===== src/rtl/vga_timing_gen_if.sv =====
// Pixel-coordinate bundle driven by the VGA timing generator and consumed by renderers.
interface vga_timing_gen_if #(
  parameter int FC_W = 8
);
  logic [9:0]      DrawX;
  logic [9:0]      DrawY;
  logic            hs;
  logic            vs;
  logic            blank;
  logic            frame_start;
  logic [FC_W-1:0] frame_count;

  modport master (
    output DrawX, DrawY, hs, vs, blank, frame_start, frame_count
  );

  modport slave (
    input DrawX, DrawY, hs, vs, blank, frame_start, frame_count
  );
endinterface


===== src/rtl/vga_timing_gen.sv =====
// 640x480@60 VGA timing: free-running pixel/line counters with sync, blank and frame pulses
// all registered from the next-state counters so they line up with DrawX/DrawY.
module vga_timing_gen #(
  parameter int H_VIS  = 640,
  parameter int H_FP   = 16,
  parameter int H_SYNC = 96,
  parameter int H_BP   = 48,
  parameter int V_VIS  = 480,
  parameter int V_FP   = 10,
  parameter int V_SYNC = 2,
  parameter int V_BP   = 33,
  parameter int FC_W   = 8
) (
  input  logic            vga_clk,
  input  logic            reset,
  vga_timing_gen_if.master vga
);

  localparam int H_TOT = H_VIS + H_FP + H_SYNC + H_BP;
  localparam int V_TOT = V_VIS + V_FP + V_SYNC + V_BP;

  generate
    if (H_TOT > 1024 || V_TOT > 1024) begin : g_bad_totals
      $error("vga_timing_gen: H_TOT and V_TOT must both fit a 10-bit counter");
    end
  endgenerate

  // 11-bit constants so sync end points equal to 1024 still compare correctly.
  localparam logic [10:0] H_LAST   = 11'(H_TOT - 1);
  localparam logic [10:0] V_LAST   = 11'(V_TOT - 1);
  localparam logic [10:0] H_VIS_W  = 11'(H_VIS);
  localparam logic [10:0] V_VIS_W  = 11'(V_VIS);
  localparam logic [10:0] HS_BEG   = 11'(H_VIS + H_FP);
  localparam logic [10:0] HS_END   = 11'(H_VIS + H_FP + H_SYNC);
  localparam logic [10:0] VS_BEG   = 11'(V_VIS + V_FP);
  localparam logic [10:0] VS_END   = 11'(V_VIS + V_FP + V_SYNC);

  logic [9:0]      hc, vc;
  logic [9:0]      hc_n, vc_n;
  logic [10:0]     hx_n, vy_n;
  logic            h_wrap, v_last;
  logic            hs_q, vs_q, blank_q, fs_q;
  logic            hs_n, vs_n, blank_n, fs_n;
  logic [FC_W-1:0] fc_q;

  always_comb begin
    h_wrap = ({1'b0, hc} == H_LAST);
    v_last = ({1'b0, vc} == V_LAST);
    hc_n   = h_wrap ? 10'd0 : hc + 10'd1;
    vc_n   = vc;
    if (h_wrap) begin
      vc_n = v_last ? 10'd0 : vc + 10'd1;
    end
    hx_n    = {1'b0, hc_n};
    vy_n    = {1'b0, vc_n};
    blank_n = (hx_n < H_VIS_W) && (vy_n < V_VIS_W);
    hs_n    = !((hx_n >= HS_BEG) && (hx_n < HS_END));
    vs_n    = !((vy_n >= VS_BEG) && (vy_n < VS_END));
    // Only a genuine wrap from the last pixel marks a frame; reset release lands on (1,0).
    fs_n    = h_wrap && v_last;
  end

  always_ff @(posedge vga_clk or posedge reset) begin
    if (reset) begin
      hc      <= '0;
      vc      <= '0;
      hs_q    <= 1'b1;
      vs_q    <= 1'b1;
      blank_q <= 1'b0;
      fs_q    <= 1'b0;
      fc_q    <= '0;
    end else begin
      hc      <= hc_n;
      vc      <= vc_n;
      hs_q    <= hs_n;
      vs_q    <= vs_n;
      blank_q <= blank_n;
      fs_q    <= fs_n;
      if (fs_n) begin
        fc_q <= fc_q + FC_W'(1);
      end
    end
  end

  assign vga.DrawX       = hc;
  assign vga.DrawY       = vc;
  assign vga.hs          = hs_q;
  assign vga.vs          = vs_q;
  assign vga.blank       = blank_q;
  assign vga.frame_start = fs_q;
  assign vga.frame_count = fc_q;

endmodule


===== src/flat_wrapper.sv =====
// flat-port wrapper written by rule: the top's interface ports become plain ports
module vga_timing_gen_flat 
#(
  parameter int H_VIS  = 640,
  parameter int H_FP   = 16,
  parameter int H_SYNC = 96,
  parameter int H_BP   = 48,
  parameter int V_VIS  = 480,
  parameter int V_FP   = 10,
  parameter int V_SYNC = 2,
  parameter int V_BP   = 33,
  parameter int FC_W   = 8
)
  (vga_clk, reset, vga_DrawX, vga_DrawY, vga_hs, vga_vs, vga_blank, vga_frame_start, vga_frame_count);
  vga_timing_gen_if #(.FC_W(FC_W)) vga_i ();
  input  logic vga_clk;
  input  logic reset;
  output wire logic [$bits(vga_i.DrawX)-1:0] vga_DrawX;
  output wire logic [$bits(vga_i.DrawY)-1:0] vga_DrawY;
  output wire logic [$bits(vga_i.hs)-1:0] vga_hs;
  output wire logic [$bits(vga_i.vs)-1:0] vga_vs;
  output wire logic [$bits(vga_i.blank)-1:0] vga_blank;
  output wire logic [$bits(vga_i.frame_start)-1:0] vga_frame_start;
  output wire logic [$bits(vga_i.frame_count)-1:0] vga_frame_count;
  assign vga_DrawX = vga_i.DrawX;
  assign vga_DrawY = vga_i.DrawY;
  assign vga_hs = vga_i.hs;
  assign vga_vs = vga_i.vs;
  assign vga_blank = vga_i.blank;
  assign vga_frame_start = vga_i.frame_start;
  assign vga_frame_count = vga_i.frame_count;
  vga_timing_gen #(.H_VIS(H_VIS), .H_FP(H_FP), .H_SYNC(H_SYNC), .H_BP(H_BP), .V_VIS(V_VIS), .V_FP(V_FP), .V_SYNC(V_SYNC), .V_BP(V_BP), .FC_W(FC_W)) u_core (.vga_clk(vga_clk), .reset(reset), .vga(vga_i));
endmodule

===== config.mk =====
export PLATFORM = sky130hd
export DESIGN_NAME = vga_timing_gen_flat
export DESIGN_NICKNAME = d
export VERILOG_FILES = /design/src/rtl/vga_timing_gen_if.sv /design/src/rtl/vga_timing_gen.sv /design/src/flat_wrapper.sv
export SDC_FILE = /design/constraint.sdc
export NUM_CORES = 1
export LEC_CHECK = 0
export CAP_MARGIN = 15
export CORE_AREA = 2 2 53 93
export DETAILED_ROUTE_END_ITERATION = 6
export DIE_AREA = 0 0 55 95
export GPL_ROUTABILITY_DRIVEN = 0
export PLACE_DENSITY = 0.64
export SLEW_MARGIN = 20
export SYNTH_ARGS = -nofsm -noshare
export SYNTH_HDL_FRONTEND = slang
export SYNTH_SLANG_ARGS = --single-unit

===== constraint.sdc =====
create_clock -name vga_clk -period 2 [get_ports vga_clk]
set_clock_uncertainty 0.15 [all_clocks]
set_input_delay 0.4 -clock vga_clk [delete_from_list [all_inputs] [get_ports vga_clk]]
set_output_delay 0.4 -clock vga_clk [all_outputs]
set_load 0.05 [all_outputs]

==> summary.txt, run 1 <==
========================================================================================
Run status ................................................................ finished with violations
Violations in the final reports ........................................... setup timing
Syn Nets ..................................................................          172
Max-slew violation count ..................................................            0
Register share of total power .............................................        54.6%
Number of detailed-routing iterations run before antenna repair ...........            4
Antenna diode count .......................................................            0
Post-detailed-route via-to-cell ratio .....................................         5.49
Number of buffers added by the clock tree synthesis step ..................            5
Leading cell type by number of instances after synthesis .................. sky130_fd_sc_hd__dfrtp_1
Number of vias in the routed layout .......................................        1,624
Cell-by-cell trace of the critical path ................................... or4_4, nor4_4, buf_4, and2_4, mux2_4
Unrepaired setup endpoints after global routing ...........................         true
ANT nets after route ......................................................            0
Number of placed instances, taps included .................................          283
Switching share of power ..................................................        22.0%
Count of state elements after synthesis ...................................           32
Initial antenna violation count ...........................................            0
Cell row count ............................................................           33
Warning count from the yosys run ..........................................            0
X dimension of the die ....................................................   55 microns
Family with the most delay on the worst path .............................. simple AND/OR/NAND/NOR gates
Total half-perimeter wirelength after legalization and detailed placement .      3.64 mm
Switching power ...........................................................   0.000261 W
CP Launch Type ............................................................    flip-flop
Final worst path period share .............................................         111%
Top cells by instance count after synthesis ............................... sky130_fd_sc_hd__dfrtp_1 (30), sky130_fd_sc_hd__nand2_1 (16), sky130_fd_sc_hd__nand3_1 (13)
I/O Pins ..................................................................           34
Kind of path behind the tightest hold check ...............................     in2async
Final hold vios ...........................................................            0
1st-iter DRT viols ........................................................           19
Wire length of the first global-routing pass ..............................      7.94 mm
Total number of nets in the final design ..................................          249
Worst path slowest cell ................................................... sky130_fd_sc_hd__or4_4
EDFF count, synth .........................................................            0
Layout overhead on the synthesized area ...................................        50.2%
Cells taking the most area after synthesis ................................ sky130_fd_sc_hd__dfrtp_1 (43%), sky130_fd_sc_hd__xnor2_1 (5.1%), sky130_fd_sc_hd__nand3_1 (3.8%), sky130_fd_sc_hd__nand2_1 (3.5%), sky130_fd_sc_hd__dfstp_2 (3.0%)
Crit path max fanout ......................................................            8
Reported max-cap violation count ..........................................            0
Final setup violating endpoints ...........................................           13
Clock buffer depth ........................................................            2
Number of global-route vias before repair .................................        1,705
Crit path required time ...................................................      2.02 ns
Max H-tree Level ..........................................................            2
Pwr dens ..................................................................  456 mW/mm^2
# DRC .....................................................................            0
Upper clock frequency limit ...............................................      449 MHz
Most frequently used flop master after synthesis .......................... sky130_fd_sc_hd__dfrtp_1
Core region area .......................................................... 0.00454 sq mm
Slew of the pin with the lowest slew margin ...............................     0.417 ns
Async SR Flop Fraction ....................................................         100%
Insertion delay of the later-clocked pin in the worst-skew pair ...........      0.29 ns
Routed length per placed instance ......................................... 16.4 microns
Root buffer cell .......................................................... sky130_fd_sc_hd__clkbuf_8
Category of the worst setup path capture point ............................    flip-flop
Post-route insts no fill ..................................................          296
Total routing usage reported by global routing ............................        21.2%
Share of the synthesized area in the top cell type ........................        43.4%
TritonCTS clock tree ......................................................        built
Combinational share of power ..............................................         1.3%
Worst-case setup margin in the final layout ...............................    -0.229 ns
Synth Instances ...........................................................          166
Worst-case vdd ir drop ....................................................       437 uV
CTS hold repair buffers ...................................................            0
Worst EP arrival ..........................................................      2.25 ns
Layout cell share with drive strength beyond 1 ............................        54.5%
Worst setup path class ....................................................      reg2reg
Synthesized area per cell .................................................   10.4 sq um
Delay of the slowest critical-path stage ..................................      0.57 ns
Buf/Inv on CP .............................................................            1
Clk network pwr share .....................................................        44.1%
Min cycle time layout .....................................................      2.23 ns
Largest net degree at the start of global routing .........................           33
Max_slew headroom .........................................................        72.2%
Total global routing overflow .............................................            0
Initial cell density of the core ..........................................        38.1%
Leakage power of the design ...............................................      1.20 nW
Port buffer count .........................................................           33
Proportion of synthesized chip area in sequential cells ...................        46.4%
Reg clk slew, reported paths ..............................................      0.07 ns
Design internal power .....................................................   0.000924 W
Mapped Area ............................................................... 0.00173 sq mm
Y dimension of the die ....................................................   95 microns
Tot Pwr ...................................................................    0.00119 W
Dominant cell type by area after synthesis ................................ sky130_fd_sc_hd__dfrtp_1
Total die area ............................................................ 0.00523 sq mm
Unique masters post-synth .................................................           53
Total Wirelength ..........................................................      4.86 mm
Number of sinks on the clock net ..........................................           32
========================================================================================
[tightest hold or removal path: stages]
cell and delay, ns:
sky130_fd_sc_hd__clkdlybuf4s50_1 0.40, sky130_fd_sc_hd__inv_1 0.05, sky130_fd_sc_hd__buf_4 0.36
[power by group through the flow]
| stage | Combinational [W] | Clock [W] | Sequential [W] |
|---|---|---|---|
| 3_3_place_gp | 0.0000169 | 0 | 0.000659 |
| 2_1_floorplan | 0.00000949 | 0 | 0.000659 |
| 3_5_place_dp | 0.0000170 | 0 | 0.000659 |
| 6_report | 0.0000159 | 0.000522 | 0.000647 |
| 4_1_cts | 0.0000171 | 0.000542 | 0.000647 |
| 5_1_grt | 0.0000191 | 0.000567 | 0.000646 |
[cell usage in the layout (no fill, tap or decap), types with 2 or more instances in the layout]
| master | synthesis | final |
|---|---|---|
| sky130_fd_sc_hd__a21oi_1 | 2 | 2 |
| sky130_fd_sc_hd__buf_6 | 2 | 6 |
| sky130_fd_sc_hd__dfstp_2 | 2 | 2 |
| sky130_fd_sc_hd__nand2b_1 | 2 | 2 |
| sky130_fd_sc_hd__and3_1 | 2 | 2 |
| sky130_fd_sc_hd__o21ai_2 | 0 | 2 |
| sky130_fd_sc_hd__dfrtp_2 | 0 | 17 |
| sky130_fd_sc_hd__buf_4 | 0 | 68 |
| sky130_fd_sc_hd__or4_4 | 1 | 3 |
| sky130_fd_sc_hd__nand2_1 | 16 | 13 |
| sky130_fd_sc_hd__nand4_1 | 8 | 8 |
| sky130_fd_sc_hd__nor2_1 | 8 | 8 |
| sky130_fd_sc_hd__and4_1 | 2 | 2 |
| sky130_fd_sc_hd__nand2_2 | 0 | 3 |
| sky130_fd_sc_hd__ha_1 | 4 | 3 |
| sky130_fd_sc_hd__nand4b_1 | 3 | 3 |
| sky130_fd_sc_hd__clkinv_2 | 0 | 2 |
| sky130_fd_sc_hd__clkbuf_8 | 1 | 6 |
| sky130_fd_sc_hd__o21ai_1 | 5 | 4 |
| sky130_fd_sc_hd__nand3_1 | 13 | 11 |
| sky130_fd_sc_hd__xnor2_1 | 10 | 9 |
| sky130_fd_sc_hd__xor2_1 | 4 | 4 |
| sky130_fd_sc_hd__inv_1 | 6 | 6 |
| sky130_fd_sc_hd__o21ai_0 | 7 | 6 |
| sky130_fd_sc_hd__dfrtp_1 | 30 | 13 |
| sky130_fd_sc_hd__or3b_4 | 1 | 2 |
| sky130_fd_sc_hd__and2_1 | 5 | 4 |
[final cells by class]
cell class / count / area (sq um)
Timing Repair Buffer: 75 / 588
Clock inverter: 2 / 10.0
Sequential cell: 32 / 825
Fill cell: 405 / 1940
Tap cell: 52 / 65.1
Clock buffer: 6 / 82.6
Multi-Input combinational cell: 123 / 1010
Inverter: 6 / 22.5
[kinds of logic (layout without fill, tap and decap cells)]
family          Yosys count  in the layout  synth area share [%]
mux                       1              1                 0.650
buf+inv                  11             89                  3.90
flops                    32             32                  46.4
xor+xnor                 14             14                  7.08
simple gates             78             78                  27.5
compound gates           26             26                  11.6
fa+ha+maj                 4              4                  2.89
[registers in the layout, indices dropped and copies added, names as in the netlist]
name / count
u_core.vga.vs: 1
u_core.vga.DrawX: 10
u_core.vga.hs: 1
u_core.vga.DrawY: 10
u_core.vga.frame_count: 8
u_core.vga.frame_start: 1
u_core.vga.blank: 1
[path summary, 6_finish.rpt]
path / startpoint / end / slack [ns] / cells past startpoint
max: u_core.vga.DrawY[7] / u_core.vga.frame_count[1] / -0.23 / 5
min: reset / u_core.vga.frame_count[3] / 0.35 / 3
min in group vga_clk: u_core.vga.frame_count[4] / u_core.vga.frame_count[4] / 0.35 / 1
min reg2reg: u_core.vga.frame_count[4] / u_core.vga.frame_count[4] / 0.35 / 1
max in group asynchronous: reset / u_core.vga.DrawX[3] / 1.02 / 3
max reg2reg: u_core.vga.DrawY[7] / u_core.vga.frame_count[1] / -0.23 / 5
[routing by layer]
| layer | wire [microns] | share of wire (%) | GRT usage [%] |
|---|---|---|---|
| met5 | 0 | 0 | 0 |
| met4 | 272 | 5.6 | 12.2 |
| met3 | 234 | 4.8 | 4.91 |
| met2 | 2720 | 56 | 37.7 |
| met1 | 1630 | 34 | 21.0 |
[timing repair]
| action | CTS | global route |
|---|---|---|
| gates resized for setup | 5 | 14 |
| pin swaps | 13 | 13 |
| endpoints found under the setup margin | 10 | 14 |
| buffers inserted | 4 | 2 |
[through the flow]
| step | setup WS (ns) | hold WS, ns | TNS (ns) | area [sq um] | utilization [%] |
|---|---|---|---|---|---|
| floorplan | -0.270 | 0.364 | -1.92 | 1840 | - |
| global placement | -0.140 | 0.311 | -0.561 | 2400 | 52.8 |
| detailed placement | -0.208 | 0.346 | -0.786 | 2400 | 52.8 |
| CTS | -0.223 | 0.350 | -0.708 | 2520 | 55.5 |
| global route | -0.289 | 0.382 | -2.92 | 2600 | 57.3 |
| finish | -0.229 | 0.348 | -1.89 | 2600 | 57.3 |
Note: power is estimated with default switching activity, not from simulation.
==> run 2, diff against run 1 <==
--- a/config.mk
+++ b/config.mk
@@ -9,8 +9,8 @@
 export CORE_AREA = 2 2 53 93
 export DETAILED_ROUTE_END_ITERATION = 6
 export DIE_AREA = 0 0 55 95
-export GPL_ROUTABILITY_DRIVEN = 0
-export PLACE_DENSITY = 0.64
+export DONT_BUFFER_PORTS = 1
+export PLACE_DENSITY = 0.54
 export SLEW_MARGIN = 20
 export SYNTH_ARGS = -nofsm -noshare
 export SYNTH_HDL_FRONTEND = slang
==> summary.txt, run 2 (synthesis results as in run 1) <==
========================================================================================
TritonCTS clock tree ......................................................        built
Pwr dens ..................................................................  522 mW/mm^2
Worst setup path class ....................................................      reg2reg
Max_slew headroom .........................................................        65.2%
Min cycle time layout .....................................................      2.16 ns
X dimension of the die ....................................................   55 microns
Initial antenna violation count ...........................................            0
Total number of nets in the final design ..................................          235
Category of the worst setup path capture point ............................    flip-flop
Core region area .......................................................... 0.00454 sq mm
Y dimension of the die ....................................................   95 microns
Routed length per placed instance ......................................... 17.7 microns
Number of sinks on the clock net ..........................................           32
Clock buffer depth ........................................................            2
Layout overhead on the synthesized area ...................................        42.4%
Number of detailed-routing iterations run before antenna repair ...........            4
Register share of total power .............................................        50.2%
I/O Pins ..................................................................           34
Max-slew violation count ..................................................            0
Violations in the final reports ........................................... setup timing
Leakage power of the design ...............................................      1.08 nW
Root buffer cell .......................................................... sky130_fd_sc_hd__clkbuf_8
Total die area ............................................................ 0.00523 sq mm
Total routing usage reported by global routing ............................        22.7%
Max H-tree Level ..........................................................            2
Total half-perimeter wirelength after legalization and detailed placement .      3.87 mm
Worst-case setup margin in the final layout ...............................    -0.161 ns
Largest net degree at the start of global routing .........................           33
Number of placed instances, taps included .................................          269
Number of buffers added by the clock tree synthesis step ..................            5
Worst-case vdd ir drop ....................................................       566 uV
Unrepaired setup endpoints after global routing ...........................         true
Final RePlAce weighted congestion .........................................        0.976
Crit path required time ...................................................      2.02 ns
Wire length of the first global-routing pass ..............................      8.30 mm
Cell-by-cell trace of the critical path ................................... or3b_4, or3_4, or4_4, a22oi_4, a221oi_2
Layout cell share with drive strength beyond 1 ............................        49.6%
Crit path max fanout ......................................................            4
Total Wirelength ..........................................................      4.98 mm
Cell row count ............................................................           33
Insertion delay of the later-clocked pin in the worst-skew pair ...........      0.29 ns
Delay of the slowest critical-path stage ..................................      0.45 ns
CP Launch Type ............................................................    flip-flop
Slew of the pin with the lowest slew margin ...............................     0.522 ns
Reported max-cap violation count ..........................................            0
Post-detailed-route via-to-cell ratio .....................................         5.48
Number of vias in the routed layout .......................................        1,546
Final worst path period share .............................................         108%
Worst EP arrival ..........................................................      2.18 ns
Antenna diode count .......................................................            0
Design internal power .....................................................    0.00102 W
# DRC .....................................................................            0
Final hold vios ...........................................................            0
Kind of path behind the tightest hold check ...............................      reg2reg
1st-iter DRT viols ........................................................           34
ANT nets after route ......................................................            0
Switching share of power ..................................................        20.8%
Initial cell density of the core ..........................................        38.1%
Clk network pwr share .....................................................        48.5%
Run status ................................................................ finished with violations
Post-route insts no fill ..................................................          282
Port buffer count .........................................................            0
Share of the core filled with cells in the final layout ...................        54.3%
Total global routing overflow .............................................            0
Reg clk slew, reported paths ..............................................      0.07 ns
Most common cell after layout, fill and taps aside ........................ sky130_fd_sc_hd__buf_4
Upper clock frequency limit ...............................................      463 MHz
Worst path slowest cell ................................................... sky130_fd_sc_hd__or4_4
Switching power ...........................................................   0.000268 W
Most used cells in the layout excluding fill and tap cells ................ sky130_fd_sc_hd__buf_4 (57), sky130_fd_sc_hd__dfrtp_2 (17), sky130_fd_sc_hd__nand2_1 (15)
Final setup violating endpoints ...........................................            7
Number of global-route vias before repair .................................        1,742
Combinational share of power ..............................................         1.2%
========================================================================================
==> run 2: cell types whose count changed in the layout (fill, tap and decap cells not counted), moves of 2 or more <==
cell                      change
sky130_fd_sc_hd__buf_4       -11
sky130_fd_sc_hd__buf_6        -3
sky130_fd_sc_hd__nand2_1      +2
sky130_fd_sc_hd__nand2_2      -2
==> run 2: what timing repair did <==
item,4_1_cts,5_1_grt
pin swaps,0,6
buffers inserted,4,2
endpoints found under the hold margin,30,0
hold buffers,1,0
setup endpoints to repair,13,18
gates cloned,0,0
gates resized for setup,6,4
==> run 2: worst max-delay path, delay by kind of cell, from the launching register on <==
kind	cells	cell delay, ns
DFF	1	0.41
and+or+nand+nor	3	1.24
AOI/OAI and AO/OA	2	0.23
==> run 2: power groups by stage <==
stage                     sequential, W  combinational (W)  clock [W]
after floorplan                0.000659         0.00000949          0
after global placement         0.000659          0.0000145          0
after detailed placement       0.000659          0.0000154          0
after CTS                      0.000647          0.0000170   0.000642
after global routing           0.000646          0.0000189   0.000678
final                          0.000647          0.0000156   0.000625
==> run 2: stage by stage <==
| stage | total power (W) | cell area [sq um] | hold WS (ns) | worst slack, ns | setup TNS, ns |
|---|---|---|---|---|---|
| CTS | 0.00131 | 2460 | 0.353 | -0.150 | -0.707 |
| finish | 0.00129 | 2470 | 0.353 | -0.161 | -0.485 |
| global route | 0.00134 | 2470 | 0.384 | -0.215 | -1.38 |
| detailed placement | 0.000675 | 2290 | 0.262 | -0.155 | -0.889 |
| global placement | 0.000674 | 2290 | 0.246 | -0.119 | -0.643 |
| floorplan | 0.000669 | 1840 | 0.364 | -0.270 | -1.92 |
==> run 2: path summary, 6_finish.rpt <==
kind	startpoint	endpoint	slack (ns)	cells past startpoint
worst max-delay path	u_core.vga.DrawX[7]	u_core.vga.blank	-0.16	5
worst min-delay path	u_core.vga.frame_count[4]	u_core.vga.frame_count[4]	0.35	1
worst max register to register	u_core.vga.DrawX[7]	u_core.vga.blank	-0.16	5
worst min register to register	u_core.vga.frame_count[4]	u_core.vga.frame_count[4]	0.35	1
max in group asynchronous	reset	u_core.vga.vs	0.89	3
min in group asynchronous	reset	u_core.vga.DrawY[9]	0.49	3
==> run 2: metal layers <==
layer | vias to the layer above | GRT usage (%) | wire length [microns]
met1 | 762 | 19.9 | 1610
li1 | 726 | - | -
met4 | 0 | 13.2 | 259
met3 | 18 | 6.33 | 230
met2 | 40 | 42.3 | 2890
met5 | - | 0 | 0
==> run 2: layout make-up <==
type / instances / area [sq um]
Clock buffer: 6 / 72.6
Clock inverter: 2 / 35.0
Fill cell: 420 / 2080
Inverter: 6 / 22.5
Multi-Input combinational cell: 123 / 975
Sequential cell: 32 / 825
Tap cell: 52 / 65.1
Timing Repair Buffer: 61 / 472
